File: src/rtl/subcore_dispatcher_pkg.sv
`default_nettype none
// ============================================================================
// Module   : inst_package
// Purpose  : Shared definitions for the subcore dispatcher slice: subcore
//            count and the dispatcher state enumeration.
// Ports    : none (package)
// Revision : 1.0 - initial release
// ============================================================================
package inst_package;

    // Number of subcores attached to the main core.
    localparam int SUBCORE_NUM = 8;

    // Dispatcher control states.
    typedef enum logic [1:0] {
        IDLE   = 2'd0,
        LAUNCH = 2'd1,
        RUN    = 2'd2
    } dispatch_state_t;

endpackage : inst_package
`default_nettype wire

File: src/rtl/subcore_dispatcher_if.sv
`default_nettype none
// ============================================================================
// Module   : subcore_dispatcher_if
// Purpose  : Fork/join command and subcore handshake bundle between the main
//            core, the dispatcher and the subcore array.
// Ports    : master - main-core / subcore-array side (drives fork command and
//                     end pulses, observes launches and join status)
//            slave  - dispatcher side
// Revision : 1.0 - initial release
// ============================================================================
interface subcore_dispatcher_if
    import inst_package::*;
#(
    parameter int N = SUBCORE_NUM
);
    logic               fork_valid;
    logic               fork_ready;
    logic [31:0]        fork_pc;
    logic [N-1:0]       fork_mask;
    logic               subcore_ended  [N];
    logic               exec_requested [N];
    logic [31:0]        requested_pc   [N];
    logic [N-1:0]       busy_mask;
    logic               join_done;
    logic               join_timeout;
    logic               spurious_end;

    modport master (
        output fork_valid, fork_pc, fork_mask, subcore_ended,
        input  fork_ready, exec_requested, requested_pc, busy_mask,
               join_done, join_timeout, spurious_end
    );

    modport slave (
        input  fork_valid, fork_pc, fork_mask, subcore_ended,
        output fork_ready, exec_requested, requested_pc, busy_mask,
               join_done, join_timeout, spurious_end
    );
endinterface : subcore_dispatcher_if
`default_nettype wire

File: src/rtl/subcore_dispatcher_timer.sv
`default_nettype none
// ============================================================================
// Module   : dispatch_timer
// Purpose  : Counts cycles spent in RUN and flags expiry on the cycle whose
//            count equals TIMEOUT_CYCLES-1. Used only when
//            SUBCORE_DISPATCH_TIMEOUT_EN is defined.
// Ports    : clk       - clock
//            rstn      - asynchronous active-low reset
//            i_run     - dispatcher is in RUN this cycle
//            o_expired - this RUN cycle is the last one allowed
// Revision : 1.0 - initial release
// ============================================================================
module dispatch_timer #(
    parameter int TIMEOUT_CYCLES = 65535
) (
    input  wire logic clk,
    input  wire logic rstn,
    input  wire logic i_run,
    output logic      o_expired
);
    localparam logic [31:0] c_LAST = 32'(TIMEOUT_CYCLES - 1);

    logic [31:0] r_cnt;

    // Held at zero outside RUN, so it is already cleared on RUN entry.
    always_ff @(posedge clk or negedge rstn) begin
        if (!rstn) begin
            r_cnt <= '0;
        end else if (i_run) begin
            r_cnt <= r_cnt + 32'd1;
        end else begin
            r_cnt <= '0;
        end
    end

    assign o_expired = i_run && (r_cnt == c_LAST);

endmodule : dispatch_timer
`default_nettype wire

File: src/rtl/subcore_dispatcher.sv
`default_nettype none
// ============================================================================
// Module   : subcore_dispatcher
// Purpose  : Fork/join controller. Accepts a fork (PC + subcore mask), pulses
//            exec_requested for one cycle to each selected subcore, tracks
//            the running set and pulses join_done when it empties.
//            Optional RUN timeout: define SUBCORE_DISPATCH_TIMEOUT_EN.
// Ports    : clk  - clock
//            rstn - asynchronous active-low reset
//            bus  - subcore_dispatcher_if.slave (fork command, launch
//                   outputs, end pulses, busy/join/spurious status)
// Revision : 1.0 - initial release
// ============================================================================
module subcore_dispatcher
    import inst_package::*;
#(
    parameter int N              = SUBCORE_NUM,
    parameter int TIMEOUT_CYCLES = 65535
) (
    input  wire logic            clk,
    input  wire logic            rstn,
    subcore_dispatcher_if.slave  bus
);
    localparam logic [1:0] c_ST_IDLE   = 2'(IDLE);
    localparam logic [1:0] c_ST_LAUNCH = 2'(LAUNCH);
    localparam logic [1:0] c_ST_RUN    = 2'(RUN);

    logic [1:0]   r_state;
    logic [N-1:0] r_busy;
    logic [N-1:0] r_exec;
    logic [31:0]  r_req_pc [N];
    logic         r_join;
    logic         r_join_to;
    logic         r_spur;

    logic [N-1:0] w_ended;
    logic [N-1:0] w_busy_next;
    logic         w_expired;

    generate
        for (genvar gi = 0; gi < N; gi++) begin : g_lanes
            assign w_ended[gi]               = bus.subcore_ended[gi];
            assign bus.exec_requested[gi]    = r_exec[gi];
            assign bus.requested_pc[gi]      = r_req_pc[gi];
        end
    endgenerate

    assign w_busy_next = r_busy & ~w_ended;

`ifdef SUBCORE_DISPATCH_TIMEOUT_EN
    dispatch_timer #(
        .TIMEOUT_CYCLES (TIMEOUT_CYCLES)
    ) u_timer (
        .clk       (clk),
        .rstn      (rstn),
        .i_run     (r_state == c_ST_RUN),
        .o_expired (w_expired)
    );
`else
    // No timer in this build: folds to constant 0 while keeping the
    // parameter referenced so the interface stays identical.
    assign w_expired = (TIMEOUT_CYCLES < 0);
`endif

    always_ff @(posedge clk or negedge rstn) begin
        if (!rstn) begin
            r_state   <= c_ST_IDLE;
            r_busy    <= '0;
            r_exec    <= '0;
            r_join    <= 1'b0;
            r_join_to <= 1'b0;
            r_spur    <= 1'b0;
            for (int i = 0; i < N; i++) begin
                r_req_pc[i] <= '0;
            end
        end else begin
            r_exec    <= '0;
            r_join    <= 1'b0;
            r_join_to <= 1'b0;

            // An end pulse from a core not currently busy is only recorded.
            if (|(w_ended & ~r_busy)) begin
                r_spur <= 1'b1;
            end

            case (r_state)
                c_ST_IDLE: begin
                    if (bus.fork_valid) begin
                        r_busy <= bus.fork_mask;
                        // PCs are loaded at acceptance so they are valid in
                        // the LAUNCH cycle together with exec_requested.
                        for (int i = 0; i < N; i++) begin
                            if (bus.fork_mask[i]) begin
                                r_req_pc[i] <= bus.fork_pc;
                            end
                        end
                        if (|bus.fork_mask) begin
                            r_exec  <= bus.fork_mask;
                            r_state <= c_ST_LAUNCH;
                        end else begin
                            r_join  <= 1'b1;
                        end
                    end
                end
                c_ST_LAUNCH, c_ST_RUN: begin
                    // Normal completion wins over a coincident expiry.
                    if (w_busy_next == '0) begin
                        r_busy  <= '0;
                        r_join  <= 1'b1;
                        r_state <= c_ST_IDLE;
                    end else if (w_expired) begin
                        r_busy    <= '0;
                        r_join    <= 1'b1;
                        r_join_to <= 1'b1;
                        r_state   <= c_ST_IDLE;
                    end else begin
                        r_busy  <= w_busy_next;
                        r_state <= c_ST_RUN;
                    end
                end
                default: begin
                    r_state <= c_ST_IDLE;
                end
            endcase
        end
    end

    assign bus.fork_ready   = (r_state == c_ST_IDLE);
    assign bus.busy_mask    = r_busy;
    assign bus.join_done    = r_join;
    assign bus.join_timeout = r_join_to;
    assign bus.spurious_end = r_spur;

endmodule : subcore_dispatcher
`default_nettype wire

File: src/flat_wrapper.sv
// flat-port wrapper written by rule: the top's interface ports become plain ports
module subcore_dispatcher_flat import inst_package::*;
#(
    parameter int N              = SUBCORE_NUM,
    parameter int TIMEOUT_CYCLES = 65535
)
  (clk, rstn, bus_fork_valid, bus_fork_pc, bus_fork_mask, bus_subcore_ended, bus_fork_ready, bus_exec_requested, bus_requested_pc, bus_busy_mask, bus_join_done, bus_join_timeout, bus_spurious_end);
  subcore_dispatcher_if #(.N(N)) bus_i ();
  input  wire logic clk;
  input  wire logic rstn;
  input wire logic [$bits(bus_i.fork_valid)-1:0] bus_fork_valid;
  input wire logic [$bits(bus_i.fork_pc)-1:0] bus_fork_pc;
  input wire logic [$bits(bus_i.fork_mask)-1:0] bus_fork_mask;
  input wire logic [$bits(bus_i.subcore_ended)-1:0] bus_subcore_ended;
  output wire logic [$bits(bus_i.fork_ready)-1:0] bus_fork_ready;
  output wire logic [$bits(bus_i.exec_requested)-1:0] bus_exec_requested;
  output wire logic [$bits(bus_i.requested_pc)-1:0] bus_requested_pc;
  output wire logic [$bits(bus_i.busy_mask)-1:0] bus_busy_mask;
  output wire logic [$bits(bus_i.join_done)-1:0] bus_join_done;
  output wire logic [$bits(bus_i.join_timeout)-1:0] bus_join_timeout;
  output wire logic [$bits(bus_i.spurious_end)-1:0] bus_spurious_end;
  assign bus_i.fork_valid = bus_fork_valid;
  assign bus_i.fork_pc = bus_fork_pc;
  assign bus_i.fork_mask = bus_fork_mask;
  assign bus_i.subcore_ended = {>>{bus_subcore_ended}};
  assign bus_fork_ready = bus_i.fork_ready;
  assign bus_exec_requested = {>>{bus_i.exec_requested}};
  assign bus_requested_pc = {>>{bus_i.requested_pc}};
  assign bus_busy_mask = bus_i.busy_mask;
  assign bus_join_done = bus_i.join_done;
  assign bus_join_timeout = bus_i.join_timeout;
  assign bus_spurious_end = bus_i.spurious_end;
  subcore_dispatcher #(.N(N), .TIMEOUT_CYCLES(TIMEOUT_CYCLES)) u_core (.clk(clk), .rstn(rstn), .bus(bus_i));
endmodule
File: config.mk
export PLATFORM = sky130hd
export DESIGN_NAME = subcore_dispatcher_flat
export DESIGN_NICKNAME = d
export VERILOG_FILES = /design/src/rtl/subcore_dispatcher_pkg.sv /design/src/rtl/subcore_dispatcher_if.sv /design/src/rtl/subcore_dispatcher_timer.sv /design/src/rtl/subcore_dispatcher.sv /design/src/flat_wrapper.sv
export SDC_FILE = /design/constraint.sdc
export NUM_CORES = 1
export LEC_CHECK = 0
export ABC_AREA = 1
export CAP_MARGIN = 5
export CORE_MARGIN = 5
export CORE_UTILIZATION = 48
export CTS_BUF_LIST = sky130_fd_sc_hd__clkbuf_4
export DETAILED_ROUTE_END_ITERATION = 12
export PLACE_DENSITY = 0.93
export SYNTH_ARGS = -nofsm -noshare
export SYNTH_HDL_FRONTEND = slang
export SYNTH_HIERARCHICAL = 1
export SYNTH_SLANG_ARGS = --single-unit
File: constraint.sdc
create_clock -name clk -period 1.9 [get_ports clk]
set_clock_uncertainty 0.2 [all_clocks]
set_input_delay 0.38 -clock clk [delete_from_list [all_inputs] [get_ports clk]]
set_output_delay 0.38 -clock clk [all_outputs]
set_load 0.005 [all_outputs]
==> metrics, run 1 <==
Yosys reg bits 276; RSZ-0062 raised after global routing true; Max-Cap Viols 0; most frequent cells in the layout 286 x nand2_1, 276 x dfrtp_1, 256 x o21ai_1, 143 x clkdlybuf4s15_1, 130 x buf_4; final hold slack 0.0664 ns; # fillers 1,311; WP data arrival 1.31 ns; CP endpoint kind primary output; Vias 10,042; Setup crit start kind register; Sink Count 276; status completed; nets 1,539; Crit Path Class register to primary output; synth unique cells 21; Cell Rows 53; Placer Congestion 0.902; First-pass DRT Iterations 6; critical path required time 1.32 ns; DIE WIDTH 155 um; endpoints failing setup 0; GRT overflow 0; Root Driver clkbuf_4; Syn Std Cell Area 10,100 um^2; Vert. Die Dim 155 um; Max Freq 529 MHz; number of buffers created by CTS 71; Multi-input gate area 2730 um^2; ys flop type dfrtp_1; largest net degree at the start of global routing 47; Async S/R FF share, synth 100%; xor-xnor portion of the synthesized cell area 0%; layout cells sized above 1 26.7%; H-tree depth 3; P per Cell Area 1780 nW/um^2; worst r2r dst u_core/bus.requested_pc[108]$_DFFE_PN0P_; fin cells 1,812; core area 20,900 um^2; period utilization 99.4%; Simple-Gate Fraction of Synth Area 12.8%; GR met2 Demand/Resource 51.8%; LEAKAGE 7.79 nW; worst r2r src u_core/r_state[0]$_DFFE_PN0P_; maximum VDD drop 0.000801 V; post-synthesis cell count 986; busiest layer in global routing met2; commonest non-fill, non-tap cell in the layout nand2_1; Synth Area in Adders 0.248%; Area Growth Syn to Fin 50.8%; Seq. cell area 6910 um^2; sequential-to-total area share from yosys stat 68.4%; GR Util met3 9.43%; Clock Pin Slew Worst Setup and Hold Paths 0.08 ns; Final Power 27.2 mW; detailed-route wire length 38,800 um; Global Route Usage Sum 31.1%; Hold Violations, Final 0; PortBufs 325; number of vias per cell 5.54; initial antenna violation count 1; Detail Placement HPWL 23,200 um; Synth Area in Compound Gates 13.7%; setup_tns 0 ns; largest family of logic cells by synthesized area compound AO/OA/AOI/OAI gates; Initial Util 48.3%; vias in the first global route 10,370; post-synthesis mux area share 0%; CTS tree yes; post-route setup slack 0.0110 ns; GR Layer Usage met1 34.8%; worst-skew pair later-pin latency 0.64 ns; final antenna-violating net count 0; Max Buffers Root-to-Sink 3; Syn Area/Cell 10.2 um^2; crit path time final 1.89 ns; worst hold path type input port to asynchronous set/reset pin; Post-Place Cells 1,569; Final Slew Violations 0; Synth Warn # 6; full die area 24,000 um^2; worst-path fanout max 3; Place WS -0.111 ns; first-pass GRT wire length 58,000 um; num ports 327; # DRC 0; Starting DRT DRC Count 981; number of synthesized flops with an enable pin 0; Worst Reg-to-Reg Cells 9; post-DR wirelength/cell 21.4 um; syn nets 1,039; flop2flop setup slack 0.09 ns
-- synthesized netlist by cell type, types with 3 or more instances --
master / number / area (um^2)
a31oi_1: 7 / 43.8
o21ai_1: 256 / 1280
nor2_4: 8 / 90.1
buf_2: 50 / 250
o22ai_1: 3 / 18.8
dfrtp_1: 276 / 6910
o21ai_0: 3 / 15.0
nand2_1: 286 / 1070
nand3_1: 10 / 50.1
inv_2: 8 / 30.0
inv_1: 53 / 199
nor2_1: 16 / 60.1
-- worst max path at each step --
stage | startpoint | endpoint | slack (ns) | depth (start not counted)
2_1_floorplan | u_core/r_state[0]$_DFFE_PN0P_ | u_core/bus.requested_pc[119]$_DFFE_PN0P_ | 0.21 | 8
3_3_place_gp | bus_fork_valid | u_core/bus.requested_pc[128]$_DFFE_PN0P_ | -0.06 | 7
3_5_place_dp | bus_fork_valid | u_core/bus.requested_pc[163]$_DFFE_PN0P_ | -0.11 | 7
4_1_cts | u_core/r_state[1]$_DFFE_PN0P_ | bus_fork_ready | -0.07 | 3
5_1_grt | u_core/r_state[0]$_DFFE_PN0P_ | bus_fork_ready | -0.08 | 3
6_report | u_core/r_state[0]$_DFFE_PN0P_ | bus_fork_ready | 0.01 | 3
-- power by group --
part	switching [mW]	total, mW	internal [mW]
Sequential	1.74	10.3	8.59
Combinational	5.68	11.5	5.85
Clock	2.47	5.30	2.82
-- layer usage --
layer / part of all wire, % / vias up
li1: - / 4247
met1: 34 / 4773
met2: 48 / 801
met3: 11 / 221
met4: 7.1 / 0
met5: 0 / -
-- flip-flops by register name, summed over array words and instances, names as in the netlist --
signal                   flops
u_core/bus.busy_mask         8
u_core/r_state               2
u_core/bus.join_done         1
u_core/bus.requested_pc    256
u_core/r_exec                8
u_core/bus.spurious_end      1
-- timing repair --
action | CTS | global route
buffers inserted | 63 | 55
gates resized for setup | 544 | 153
pin swaps | 1 | 1
hold endpoints to repair | 276 | 0
setup endpoints to repair | 275 | 165
hold buffers | 1 | 0
-- per-stage QoR --
stage	area, um^2	util (%)
floorplan	10100	-
global placement	14000	66.9
detailed placement	14000	66.9
CTS	15300	73.3
global route	15200	72.9
finish	15200	72.9
-- worst max-delay path, cell delays in order, from the launching register on --
cell and delay (ns):
dfrtp_1 0.41, inv_2 0.08, ha_4 0.14, buf_6 0.10
-- layout make-up --
cell class | count | share of cell area, %
Multi-Input combinational cell | 598 | 17.9
Inverter | 61 | 1.50
Clock inverter | 17 | 0.838
Tap cell | 275 | 2.26
Clock buffer | 106 | 5.23
Timing Repair Buffer | 478 | 26.9
Sequential cell | 276 | 45.4
Antenna cell | 1 | 0.0164
-- cells by family (layout without fill, tap and decap cells) --
logic type	after synthesis	count (layout)
DFF	276	276
AOI/OAI and AO/OA	272	272
other	1	2
buffers and inverters	112	662
and+or+nand+nor	323	323
adders and majority gates	2	2
Note: power is estimated with default switching activity, not from simulation.
==> inputs of run 2 (changes only) <==
--- a/config.mk
+++ b/config.mk
@@ -11,6 +11,7 @@
 export CORE_UTILIZATION = 48
 export CTS_BUF_LIST = sky130_fd_sc_hd__clkbuf_4
 export DETAILED_ROUTE_END_ITERATION = 12
+export HOLD_SLACK_MARGIN = 0.12
 export PLACE_DENSITY = 0.93
 export SYNTH_ARGS = -nofsm -noshare
 export SYNTH_HDL_FRONTEND = slang
==> run 2 against run 1 <==
Sequential share of layout area is essentially flat. Core utilization is essentially flat. Sequential power is essentially flat. Power about the same. Highest routed layer unchanged.
==> metrics, run 2 (same netlist as run 1, synthesis figures left out) <==
worst-skew pair later-pin latency 0.65 ns (was 0.64 ns); Initial Util 48.3% (unchanged); hold path start bus_fork_mask[6]; Max Buffers Root-to-Sink 3 (unchanged); # fillers 1,310 (was 1,311); Max Freq 529 MHz (about the same); Area Growth Syn to Fin 50.9% (was 50.8%); Starting DRT DRC Count 1,050 (was 981); sequential power share 38.0% (about the same); final antenna-violating net count 0 (unchanged); Crit Path Class register to primary output (unchanged); clock share of power 19.5% (about the same); Final Slew Violations 0 (unchanged); Seq. cell area 6910 um^2 (unchanged); fin cells 1,813 (was 1,812); Critical Path, Cell by Cell inv_2 -> ha_4 -> buf_6 (unchanged); worst r2r src u_core/r_state[0]$_DFFE_PN0P_ (unchanged); Multi-input gate area 2730 um^2 (unchanged); CP endpoint kind primary output (unchanged); num ports 327 (unchanged); number of buffers created by CTS 71 (unchanged); status completed (unchanged); Vias 10,088 (was 10,042); detailed-route wire length 38,900 um (was 38,800 um); full die area 24,000 um^2 (unchanged); Sink Count 276 (unchanged); crit path time final 1.89 ns (about the same); Max-Cap Viols 0 (unchanged); post-DR wirelength/cell 21.4 um (about the same); critical path required time 1.32 ns (about the same); Post-Place Cells 1,569 (unchanged); switching portion of total power 36.4% (about the same); CP max stage delay 0.40 ns (was 0.41 ns); P per Cell Area 1780 nW/um^2 (about the same); vias in the first global route 10,372 (was 10,370); largest net degree at the start of global routing 47 (unchanged); Detail Placement HPWL 23,200 um (unchanged); endpoints failing setup 0 (unchanged); LEAKAGE 7.80 nW (was 7.79 nW); commonest non-fill, non-tap cell in the layout nand2_1 (unchanged); DP Area 14,000 um^2 (unchanged); initial antenna violation count 1 (unchanged); Vert. Die Dim 155 um (unchanged); RSZ-0062 raised after global routing true (unchanged); WP data arrival 1.31 ns (about the same); Global Route Usage Sum 31.1% (unchanged); layout cells sized above 1 26.7% (about the same); Worst setup startpoint u_core/r_state[0]$_DFFE_PN0P_ (unchanged); nets 1,540 (was 1,539); number of vias per cell 5.56 (was 5.54); First-pass DRT Iterations 6 (unchanged); final hold slack 0.203 ns (was 0.0664 ns); Cell Rows 53 (unchanged); final instance area 15,200 um^2 (about the same); worst-path fanout max 3 (unchanged); PortBufs 325 (unchanged); GRT overflow 0 (unchanged); Crit-path slowest cell dfrtp_1 (unchanged); Final Power 27.2 mW (about the same); setup_tns 0 ns (unchanged); logic gate share of total power 42.5% (about the same); H-tree depth 3 (unchanged); number of flip-flops in the largest register 256 (unchanged); core area 20,900 um^2 (unchanged); most frequent cells in the layout 286 x nand2_1, 276 x dfrtp_1, 256 x o21ai_1, 143 x clkdlybuf4s15_1, 130 x buf_4 (unchanged); CTS tree yes (unchanged); Placer Congestion 0.902 (unchanged); period utilization 99.5% (was 99.4%); maximum VDD drop 0.000800 V (was 0.000801 V); Int Power 17.3 mW (about the same); Root Driver clkbuf_4 (unchanged); worst hold path type input port to register (was input port to asynchronous set/reset pin); DIE WIDTH 155 um (unchanged); P_sw 9.90 mW (about the same); # DRC 0 (unchanged); first-pass GRT wire length 58,000 um (unchanged); Hold Violations, Final 0 (unchanged); Setup crit start kind register (unchanged); Clock Pin Slew Worst Setup and Hold Paths 0.07 ns (was 0.08 ns)
[run 2: cell count changes in the layout (fill, tap and decap cells not counted)]
cell	delta
dlygate4sd3_1	+1
[run 2: cell type report]
class / instances / area share [%]
sequential: 276 / 45.3
timing repair buffer: 479 / 26.9
multi-input combinational: 598 / 17.9
clock buffer: 106 / 5.22
tap: 275 / 2.26
inverter: 61 / 1.50
clock inverter: 17 / 0.838
antenna: 1 / 0.0164
[run 2: power by group through the flow]
stage	sequential, mW	combinational [mW]	clock, mW
2_1_floorplan	10.3	3.30	0
5_1_grt	10.6	12.3	5.74
3_3_place_gp	10.2	10.4	0
3_5_place_dp	10.3	10.9	0
4_1_cts	10.1	10.7	5.28
6_report	10.3	11.5	5.31
[run 2: through the flow]
| stage | utilization [%] | setup WS (ns) |
|---|---|---|
| 4_1_cts | 73.3 | -0.0651 |
| 2_1_floorplan | - | 0.207 |
| 5_1_grt | 72.9 | -0.0832 |
| 3_3_place_gp | 66.9 | -0.0587 |
| 3_5_place_dp | 66.9 | -0.111 |
| 6_report | 72.9 | 0.0100 |
[run 2: per-layer routing]
| metal | vias to the layer above | wire length (um) | global-route usage (%) |
|---|---|---|---|
| met5 | - | 0 | 0 |
| met4 | 0 | 2820 | 19.8 |
| met3 | 230 | 4300 | 9.43 |
| met2 | 822 | 18800 | 51.8 |
| met1 | 4779 | 13000 | 34.8 |
| li1 | 4257 | - | - |
[run 2: worst max-delay path: cells and delay by family, from the launching register on]
kind	cells	cell delay (ns)
buffers and inverters	2	0.18
flip-flops	1	0.40
adder cells (fa/ha/maj)	1	0.14
[run 2: final timing paths]
check | end | slack (ns) | cells after the start
worst max-delay path | bus_fork_ready | 0.01 | 3
worst min-delay path | u_core/bus.busy_mask[6]$_DFFE_PN0P_ | 0.20 | 3
worst max register to register | u_core/bus.requested_pc[39]$_DFFE_PN0P_ | 0.08 | 9
worst min register to register | u_core/bus.requested_pc[187]$_DFFE_PN0P_ | 0.29 | 2
max in group asynchronous | u_core/r_exec[1]$_DFF_PN0_ | 0.30 | 4
min in group asynchronous | u_core/bus.requested_pc[38]$_DFFE_PN0P_ | 0.59 | 3
[run 2: repair_timing]
action | CTS | global route
hold buffers | 2 | 0
gates resized for setup | 544 | 153
pin swaps | 1 | 1
hold endpoints to repair | 276 | 0
gates cloned | 0 | 0
setup buffers | 63 | 55
setup endpoints to repair | 275 | 165
